## src/rtl/add_pipe_pkg.sv

```systemverilog
// Shared constants for the segmented pipelined adder.
package add_pkg;

  localparam int WIDTH_DEF = 32;
  localparam int SEG_W_DEF = 8;

  typedef enum logic {
    MODE_ADD = 1'b0,
    MODE_SUB = 1'b1
  } mode_e;

endpackage

```

## src/rtl/add_pipe_if.sv

```systemverilog
// Operand/result handshake bundle between a producer/consumer and add_pipe.
interface add_pipe_if import add_pkg::*; #(parameter int WIDTH = WIDTH_DEF) ();

  logic             in_valid;
  logic             in_ready;
  logic [WIDTH-1:0] num1;
  logic [WIDTH-1:0] num2;
  logic             carryin;
  logic             sub;
  logic             out_valid;
  logic             out_ready;
  logic [WIDTH-1:0] S;
  logic             carryout;
  logic             ovf;

  modport master (
    output in_valid, num1, num2, carryin, sub, out_ready,
    input  in_ready, out_valid, S, carryout, ovf
  );

  modport slave (
    input  in_valid, num1, num2, carryin, sub, out_ready,
    output in_ready, out_valid, S, carryout, ovf
  );

endinterface

```

## src/rtl/add_pipe_seg.sv

```systemverilog
// Combinational SEG_W-bit adder slice; cmsb_o is the carry into the slice MSB,
// so cmsb_o ^ cout_o gives signed overflow when this is the top slice.
module add_seg #(
  parameter int SEG_W = 8
) (
  input  logic [SEG_W-1:0] a_i,
  input  logic [SEG_W-1:0] b_i,
  input  logic             cin_i,
  output logic [SEG_W-1:0] s_o,
  output logic             cout_o,
  output logic             cmsb_o
);

  logic [SEG_W:0] sum;

  assign sum    = {1'b0, a_i} + {1'b0, b_i} + {{SEG_W{1'b0}}, cin_i};
  assign s_o    = sum[SEG_W-1:0];
  assign cout_o = sum[SEG_W];
  assign cmsb_o = a_i[SEG_W-1] ^ b_i[SEG_W-1] ^ s_o[SEG_W-1];

endmodule

```

## src/rtl/add_pipe.sv

```systemverilog
// Carry-save-free segmented adder: one SEG_W slice per stage, operands skewed in,
// result segments deskewed out; all stages advance together under one enable.
module add_pipe import add_pkg::*; #(
  parameter int WIDTH = WIDTH_DEF,
  parameter int SEG_W = SEG_W_DEF
) (
  input logic       clk,
  input logic       rst,
  add_pipe_if.slave bus
);

  localparam int STAGES = WIDTH / SEG_W;

  if ((SEG_W < 1) || (WIDTH % SEG_W != 0)) begin : g_bad_param
    $error("add_pipe: WIDTH must be a non-zero multiple of SEG_W");
  end

  logic             en;
  logic             v_q   [STAGES];
  logic             c_q   [STAGES];
  logic [WIDTH-1:0] a_q   [STAGES];
  logic [WIDTH-1:0] b_q   [STAGES];
  logic [WIDTH-1:0] r_q   [STAGES];
  logic             ovf_q;

  logic             v_in  [STAGES];
  logic             c_in  [STAGES];
  logic [WIDTH-1:0] a_in  [STAGES];
  logic [WIDTH-1:0] b_in  [STAGES];
  logic [WIDTH-1:0] r_in  [STAGES];
  logic [WIDTH-1:0] r_d   [STAGES];
  logic             c_d   [STAGES];
  logic             m_w   [STAGES];

  for (genvar k = 0; k < STAGES; k++) begin : g_stage
    logic [SEG_W-1:0] s_w;
    logic [WIDTH-1:0] s_ext;
    logic [WIDTH-1:0] mask;

    if (k == 0) begin : g_head
      // Subtraction is num1 + ~num2 + 1; carryin only matters when adding.
      assign v_in[k] = bus.in_valid;
      assign a_in[k] = bus.num1;
      assign b_in[k] = (mode_e'(bus.sub) == MODE_SUB) ? ~bus.num2 : bus.num2;
      assign c_in[k] = (mode_e'(bus.sub) == MODE_SUB) ? 1'b1 : bus.carryin;
      assign r_in[k] = '0;
    end else begin : g_body
      assign v_in[k] = v_q[k-1];
      assign a_in[k] = a_q[k-1];
      assign b_in[k] = b_q[k-1];
      assign c_in[k] = c_q[k-1];
      assign r_in[k] = r_q[k-1];
    end

    add_seg #(.SEG_W(SEG_W)) u_seg (
      .a_i   (a_in[k][k*SEG_W +: SEG_W]),
      .b_i   (b_in[k][k*SEG_W +: SEG_W]),
      .cin_i (c_in[k]),
      .s_o   (s_w),
      .cout_o(c_d[k]),
      .cmsb_o(m_w[k])
    );

    assign s_ext  = WIDTH'(s_w);
    assign mask   = WIDTH'({SEG_W{1'b1}}) << (k * SEG_W);
    assign r_d[k] = (r_in[k] & ~mask) | (s_ext << (k * SEG_W));
  end

  assign en = bus.out_ready || !v_q[STAGES-1];

  // Data registers only load on valid slots, so bubbles never disturb held results.
  always_ff @(posedge clk) begin
    if (rst) begin
      for (int k = 0; k < STAGES; k++) begin
        v_q[k] <= 1'b0;
        c_q[k] <= 1'b0;
        a_q[k] <= '0;
        b_q[k] <= '0;
        r_q[k] <= '0;
      end
      ovf_q <= 1'b0;
    end else if (en) begin
      for (int k = 0; k < STAGES; k++) begin
        v_q[k] <= v_in[k];
        if (v_in[k]) begin
          a_q[k] <= a_in[k];
          b_q[k] <= b_in[k];
          r_q[k] <= r_d[k];
          c_q[k] <= c_d[k];
        end
      end
      if (v_in[STAGES-1]) begin
        ovf_q <= m_w[STAGES-1] ^ c_d[STAGES-1];
      end
    end
  end

  assign bus.in_ready  = en;
  assign bus.out_valid = v_q[STAGES-1];
  assign bus.S         = r_q[STAGES-1];
  assign bus.carryout  = c_q[STAGES-1];
  assign bus.ovf       = ovf_q;

endmodule

```

## src/flat_wrapper.sv

```systemverilog
// flat-port wrapper written by rule: the top's interface ports become plain ports
module add_pipe_flat import add_pkg::*;
#(
  parameter int WIDTH = WIDTH_DEF,
  parameter int SEG_W = SEG_W_DEF
)
  (clk, rst, bus_in_valid, bus_num1, bus_num2, bus_carryin, bus_sub, bus_out_ready, bus_in_ready, bus_out_valid, bus_S, bus_carryout, bus_ovf);
  add_pipe_if #(.WIDTH(WIDTH)) bus_i ();
  input logic clk;
  input logic rst;
  input wire logic [$bits(bus_i.in_valid)-1:0] bus_in_valid;
  input wire logic [$bits(bus_i.num1)-1:0] bus_num1;
  input wire logic [$bits(bus_i.num2)-1:0] bus_num2;
  input wire logic [$bits(bus_i.carryin)-1:0] bus_carryin;
  input wire logic [$bits(bus_i.sub)-1:0] bus_sub;
  input wire logic [$bits(bus_i.out_ready)-1:0] bus_out_ready;
  output wire logic [$bits(bus_i.in_ready)-1:0] bus_in_ready;
  output wire logic [$bits(bus_i.out_valid)-1:0] bus_out_valid;
  output wire logic [$bits(bus_i.S)-1:0] bus_S;
  output wire logic [$bits(bus_i.carryout)-1:0] bus_carryout;
  output wire logic [$bits(bus_i.ovf)-1:0] bus_ovf;
  assign bus_i.in_valid = bus_in_valid;
  assign bus_i.num1 = bus_num1;
  assign bus_i.num2 = bus_num2;
  assign bus_i.carryin = bus_carryin;
  assign bus_i.sub = bus_sub;
  assign bus_i.out_ready = bus_out_ready;
  assign bus_in_ready = bus_i.in_ready;
  assign bus_out_valid = bus_i.out_valid;
  assign bus_S = bus_i.S;
  assign bus_carryout = bus_i.carryout;
  assign bus_ovf = bus_i.ovf;
  add_pipe #(.WIDTH(WIDTH), .SEG_W(SEG_W)) u_core (.clk(clk), .rst(rst), .bus(bus_i));
endmodule
```

## config.mk

```make
export PLATFORM = sky130hd
export DESIGN_NAME = add_pipe_flat
export DESIGN_NICKNAME = d
export VERILOG_FILES = /design/src/rtl/add_pipe_pkg.sv /design/src/rtl/add_pipe_if.sv /design/src/rtl/add_pipe_seg.sv /design/src/rtl/add_pipe.sv /design/src/flat_wrapper.sv
export SDC_FILE = /design/constraint.sdc
export NUM_CORES = 1
export LEC_CHECK = 0
export ABC_AREA = 1
export CORE_ASPECT_RATIO = 1.25
export CORE_MARGIN = 5
export CORE_UTILIZATION = 43
export CTS_CLUSTER_SIZE = 28
export DETAILED_ROUTE_END_ITERATION = 8
export DONT_BUFFER_PORTS = 1
export PLACE_DENSITY = 0.64
export SYNTH_ARGS = -nofsm -noshare
export SYNTH_HDL_FRONTEND = slang
export SYNTH_SLANG_ARGS = --single-unit
export TNS_END_PERCENT = 5
```

## constraint.sdc

```tcl
create_clock -name clk -period 12 [get_ports clk]
set_input_delay 1.8 -clock clk [delete_from_list [all_inputs] [get_ports clk]]
set_output_delay 1.8 -clock clk [all_outputs]
set_load 0.01 [all_outputs]
```

==> results of run 1 <==
## metrics by stage
stage	instance area [um^2]	total power [W]	std cells	hold WS (ps)	worst slack (ps)
after floorplan	8827	0.0009063	783	491.3	5513
after global placement	9037	0.0009268	1038	525.8	8058
after detailed placement	9037	0.0009287	1038	526.2	8029
after CTS	9622	0.001482	1070	536.3	8028
after global routing	9622	0.001532	1070	558.5	8009
final	9622	0.001464	1070	533.9	8038
## per-layer routing
layer / vias to the layer above / routed length (um) / GRT usage (%)
met4: 0 / 187 / 4.254
met5: - / 0 / 0
met3: 10 / 482 / 3.288
li1: 2486 / - / -
met1: 2077 / 6492 / 16.34
met2: 98 / 6068 / 18.18
## sequential cells by signal (all words and copies together), names as in the netlist
signal and cells:
u_core.v_q 4, u_core.bus.ovf 1, u_core.b_q 48, u_core.r_q 80, u_core.a_q 48, u_core.c_q 4
## cells by family after synthesis
kind of cell,Yosys count
and+or+nand+nor,291
xor gates and xnor gates,33
buffers and inverters,184
DFF,185
adders and majority gates,36
AOI/OAI and AO/OA,54
## power by group through the flow
stage / clock network [W] / logic (W) / registers [W]
2_1_floorplan: 0 / 0.000113 / 0.000793
4_1_cts: 0.000566 / 0.000135 / 0.000781
6_report: 0.000552 / 0.000132 / 0.000780
3_3_place_gp: 0 / 0.000133 / 0.000794
5_1_grt: 0.000594 / 0.000153 / 0.000785
3_5_place_dp: 0 / 0.000134 / 0.000795
## how the worst min path moves through the flow
stage / to / from / slack (ps)
after floorplan: u_core.bus.ovf$_SDFFE_PP0P_ / u_core.bus.ovf$_SDFFE_PP0P_ / 490
after global placement: u_core.a_q[0][48]$_SDFFCE_PN0P_ / u_core.a_q[0][16]$_SDFFCE_PN0P_ / 530
after detailed placement: u_core.bus.ovf$_SDFFE_PP0P_ / u_core.bus.ovf$_SDFFE_PP0P_ / 530
after CTS: u_core.bus.ovf$_SDFFE_PP0P_ / u_core.bus.ovf$_SDFFE_PP0P_ / 540
after global routing: u_core.r_q[0][98]$_SDFFCE_PN0P_ / u_core.r_q[0][66]$_SDFFCE_PN0P_ / 560
final: u_core.bus.ovf$_SDFFE_PP0P_ / u_core.bus.ovf$_SDFFE_PP0P_ / 530
## cells in the final DEF, fill, tap and decap left out, types with 4 or more instances in the layout
master      netlist  routed
nor2_8            4       4
edfxtp_1        184     184
or2_2             5       5
buf_4             0       4
clkbuf_16         0      17
and2_1            4       4
xor2_1            8       8
a21oi_1          29      29
nand2_1          71      71
xnor2_1          25      25
nor2_1          159     159
clkinvlp_4        0       4
nand3_1          13      13
nor2_4           11      11
o21a_1            6       6
o21ai_0          15      12
ha_1             28      28
inv_1           159     159
fa_1              8       8
nor2_2           19      19
## worst min-delay path: stages, from the launching register on
cell and delay [ps]:
dfxtp_1 340, nand3_1 100, nand2_1 50
## final cells by class
class	instances	area share (%)
flip-flops and latches	185	57.63
multi-input cells	414	25.88
inverters	165	6.593
clock buffers	18	4.460
well taps	270	3.511
clock inverters	14	1.612
repair buffers	4	0.3121
==> results.sh, run 1 <==
export IMPL_status="completed"
export IMPL_crit_fanout=5
export IMPL_power_frac_seq_pct=53.3
export IMPL_vias=4671
export IMPL_via_per_inst=4.365
export IMPL_synthTopCellsByArea="edfxtp_1, inv_1, nor2_1"
export IMPL_n_antenna_cell=0
export IMPL_synthCells=783
export IMPL_synth_top_family_by_area="simple AND/OR/NAND/NOR gates"
export IMPL_root_buffer="clkbuf_16"
export IMPL_grt_overflow=0
export IMPL_drt_initial_drc_count=202
export IMPL_maxSlewHeadroom_pct=46.66
export IMPL_grt_usage_pct=11.86
export IMPL_grt_pass1_vias=4481
export IMPL_hold_path_depth=2
export IMPL_die_w_um=138.2
export IMPL_drt_wirelength_per_cell_um=12.36
export IMPL_slew_viol_final=0
export IMPL_cp_arrival_ps=2160
export IMPL_crit_end="bus_in_ready"
export IMPL_avgSynthCellArea_um2=11.27
export IMPL_synth_seq_cells=185
export IMPL_synth_cell_types=30
export IMPL_cp_num_buf_inv=1
export IMPL_multi_input_area_um2=2490
export IMPL_p_comb_share_pct=9.0
export IMPL_r2r_start="u_core.c_q[0][1]$_SDFFCE_PN0P_"
export IMPL_dieArea_um2=23510
export IMPL_worst_slew_pin_slew_ps=799.0
export IMPL_h_tree_depth=4
export IMPL_die_height_um=170.2
export IMPL_yosysMostFrequentCell="edfxtp_1"
export IMPL_routed_wl_um=13230
export IMPL_grt_max_degree=58
export IMPL_cts_tree="done"
export IMPL_drive_gt1_share_pct=10.63
export IMPL_cts_sinks=185
export IMPL_min_period_ps=3962
export IMPL_hold_path_class="reg -> reg"
export IMPL_p_sw_w=0.0003314
export IMPL_synth_mux_area_share_pct=0
export IMPL_reg2reg_depth=8
export IMPL_core_rowCount=58
export IMPL_path_depth=2
export IMPL_tns_ps=0
export IMPL_path_cells="nor2_4 -> inv_6"
export IMPL_portBuffers=0
export IMPL_grt_first_pass_wirelength_um=22290
export IMPL_synth_fa_ha_area_share_pct=5.783
export IMPL_syn_nets=889
export IMPL_layout_nets=893
export IMPL_cts_hold_buffers=0
export IMPL_async_reset_ff_share_pct=0
export IMPL_drc=0
export IMPL_synthXorXnorAreaFrac_pct=3.274
export IMPL_setup_violations=0
export IMPL_leakage_nw=3.989
export IMPL_p_per_area_nw_per_um2=152.2
export IMPL_required_ps=10200
export IMPL_syn2layout_area_growth_pct=9.001
export IMPL_grt_antenna_before_repair=0
export IMPL_regArea_um2=5545
export IMPL_post_cts_setup_buffer_count=0
export IMPL_synth_edf_count=184
export IMPL_finalCritPeriodShare_pct=33.02
export IMPL_clk_latency_ps=420
export IMPL_slowest_stage="nor2_4"
export IMPL_critPathTopFamily="simple AND/OR/NAND/NOR gates"
export IMPL_critPathMaxStageDelay_ps=270
export IMPL_start_util_pct=43.75
export IMPL_dr_pass1_iters=4
export IMPL_n_fill_cell=1890
export IMPL_io_pins=106
export IMPL_clk_pin_slew_worst_paths_ps=60
export IMPL_gp_routability_congestion=0.7874
export IMPL_max_cap_violations=0
export IMPL_critPathKind="in -> out"
export IMPL_synth_cells_most_frequent="edfxtp_1, inv_1, nor2_1"
export IMPL_end_kind="output port"
export IMPL_p_sw_share_pct=22.63
export IMPL_rsz0062_at_grt="no"
export IMPL_peakVddDrop_mv=0.09753
export IMPL_crit_path_start_kind="input pin"
export IMPL_ant_nets=0
export IMPL_yosysTopAreaCell="edfxtp_1"
export IMPL_cp_startpoint="bus_out_ready"
export IMPL_p_int_w=0.001133
export IMPL_ys_seq_area_share_pct=62.82
export IMPL_pwr_share_clk_pct=37.7
export IMPL_synth_compound_area_share_pct=3.388
export IMPL_synth_top_area_share_pct=62.59
export IMPL_cts_buffer_depth=2
export IMPL_fin_util_pct=47.69
export IMPL_syn_area_um2=8827
export IMPL_skew_ps=11.82
export IMPL_synthSimpleGateAreaFrac_pct=15.38
export IMPL_post_cts_resized=0
export IMPL_core_um2=20170
export IMPL_reg2reg_slack_ps=9910
export IMPL_synth_ff_type="edfxtp_1"
export IMPL_dp_hpwl_um=9506
export IMPL_finalHoldViolCount=0
export IMPL_yosys_warnings=0
export IMPL_cts_made_buffers=17
export IMPL_reg2reg_to="u_core.c_q[0][2]$_SDFFCE_PN0P_"
export IMPL_max_freq_ghz=0.2524
Note: power is estimated with default switching activity, not from simulation.
==> run 2, diff against run 1 <==
- PLACE_DENSITY: 0.64 -> 0.66
- clock period: 12 -> 3.6 ns (I/O delays scaled with it)
==> results.sh, run 2 (synthesis results as in run 1) <==
export IMPL_start_util_pct=43.75
export IMPL_finalHoldViolCount=0
export IMPL_required_ps=3760
export IMPL_total_power_w=0.004817
export IMPL_finalCritPeriodShare_pct=58.64
export IMPL_p_sw_share_pct=22.92
export IMPL_critPathKind="reg -> reg"
export IMPL_slew_viol_final=0
export IMPL_rsz0062_at_grt="no"
export IMPL_drive_gt1_share_pct=10.53
export IMPL_path_cells="fa_1 -> fa_1 -> nand3_1 -> nand2_1 -> nand3_1 -> nand2_1 -> nand2_1 -> a21oi_1"
export IMPL_cts_sinks=185
export IMPL_place_ws_ps=1381
export IMPL_dieArea_um2=23510
export IMPL_post_cts_setup_buffer_count=0
export IMPL_cts_tree="done"
export IMPL_largest_reg_flops=80
export IMPL_grt_first_pass_wirelength_um=23230
export IMPL_end_kind="flop"
export IMPL_core_rowCount=58
export IMPL_dr_pass1_iters=4
export IMPL_layout_cells_most_common="edfxtp_1"
export IMPL_power_frac_seq_pct=54.0
export IMPL_dp_hpwl_um=9856
export IMPL_leakage_nw=3.976
export IMPL_pwr_share_clk_pct=36.9
export IMPL_gp_routability_congestion=0.7560
export IMPL_io_pins=106
export IMPL_fin_util_pct=47.54
export IMPL_maxSlewHeadroom_pct=22.21
export IMPL_layout_nets=892
export IMPL_die_w_um=138.2
export IMPL_skew_ps=8.316
export IMPL_multi_input_area_um2=2490
export IMPL_layout_common_cells="edfxtp_1, inv_1, nor2_1"
export IMPL_p_comb_share_pct=9.1
export IMPL_regArea_um2=5545
export IMPL_ant_nets=0
export IMPL_crit_path_start_kind="flop"
export IMPL_syn2layout_area_growth_pct=8.646
export IMPL_largest_register="u_core.r_q"
export IMPL_status="completed"
export IMPL_cp_arrival_ps=2280
export IMPL_worst_slew_pin_slew_ps=1162
export IMPL_routed_wl_um=13300
export IMPL_peakVddDrop_mv=0.3437
export IMPL_core_um2=20170
export IMPL_via_per_inst=4.317
export IMPL_crit_fanout=3
export IMPL_tns_ps=0
export IMPL_cts_hold_buffers=0
export IMPL_slowest_stage="fa_1"
export IMPL_p_per_area_nw_per_um2=502.3
export IMPL_grt_pass1_vias=4749
export IMPL_n_fill_cell=1902
export IMPL_drc=0
export IMPL_cts_buffer_depth=2
export IMPL_p_int_w=0.003713
export IMPL_reg_top3="u_core.r_q: 80 flops, u_core.a_q: 48 flops, u_core.b_q: 48 flops"
export IMPL_cp_num_buf_inv=0
export IMPL_post_cts_resized=0
export IMPL_grt_overflow=0
export IMPL_grt_usage_pct=12.17
export IMPL_drt_wirelength_per_cell_um=12.46
export IMPL_critPathTopFamily="adder cells"
export IMPL_clk_latency_ps=420
export IMPL_vias=4611
export IMPL_max_freq_ghz=0.4737
export IMPL_path_common_cell="nand2_1"
export IMPL_critPathMaxStageDelay_ps=480
export IMPL_fin_ws_ps=1489
export IMPL_grt_max_degree=58
export IMPL_grt_antenna_before_repair=0
export IMPL_clk_pin_slew_worst_paths_ps=60
export IMPL_max_cap_violations=0
export IMPL_drt_initial_drc_count=217
export IMPL_root_buffer="clkbuf_16"
export IMPL_min_period_ps=2111
export IMPL_p_sw_w=0.001104
export IMPL_die_height_um=170.2
export IMPL_h_tree_depth=4
export IMPL_portBuffers=0
export IMPL_hold_path_class="in -> reg"
export IMPL_n_antenna_cell=0
export IMPL_cts_made_buffers=17
export IMPL_setup_violations=0
[run 2: cell count changes in the layout (fill, tap and decap cells not counted), sizes merged]
cell,previous run,this run
bufinv,3,2
buf,4,3
inv,166,167
clkinv,6,4
clkbuf,18,20
clkinvlp,4,3
[run 2: cell type report]
| type | count | share of cell area, % |
|---|---|---|
| sequential | 185 | 57.82 |
| multi-input combinational | 414 | 25.96 |
| inverter | 165 | 6.614 |
| clock buffer | 20 | 4.553 |
| tap | 270 | 3.523 |
| clock inverter | 11 | 1.292 |
| timing repair buffer | 3 | 0.2348 |
[run 2: stage by stage]
stage | cells | area, um^2 | hold WS, ps
floorplan | 783 | 8827 | 491.3
global placement | 1037 | 9030 | 519.0
detailed placement | 1037 | 9030 | 518.3
CTS | 1068 | 9590 | 290.9
global route | 1068 | 9590 | 292.0
finish | 1068 | 9590 | 318.3
[run 2: path summary, 6_finish.rpt]
| path | startpoint | endpoint | slack, ps | depth (start not counted) |
|---|---|---|---|---|
| worst max-delay path | u_core.c_q[0][1]$_SDFFCE_PN0P_ | u_core.c_q[0][2]$_SDFFCE_PN0P_ | 1490 | 8 |
| worst min-delay path | rst | u_core.v_q[3]$_DFFE_PP_ | 320 | 1 |
| worst max register to register | u_core.c_q[0][1]$_SDFFCE_PN0P_ | u_core.c_q[0][2]$_SDFFCE_PN0P_ | 1490 | 8 |
| worst min register to register | u_core.bus.ovf$_SDFFE_PP0P_ | u_core.bus.ovf$_SDFFE_PP0P_ | 520 | 2 |
[run 2: power by group through the flow]
stage / Combinational (W) / Clock, W / Sequential (W)
2_1_floorplan: 0.000377 / 0 / 0.00264
3_3_place_gp: 0.000436 / 0 / 0.00265
3_5_place_dp: 0.000443 / 0 / 0.00265
4_1_cts: 0.000448 / 0.00183 / 0.00260
5_1_grt: 0.000515 / 0.00192 / 0.00262
6_report: 0.000439 / 0.00178 / 0.00260
[run 2: metal layers]
layer / routed length [um] / vias to the layer above / GRT usage (%)
li1: - / 2484 / -
met1: 6121 / 2022 / 15.43
met2: 6399 / 87 / 19.71
met3: 551 / 18 / 3.794
met4: 232 / 0 / 4.684
met5: 0 / - / 0
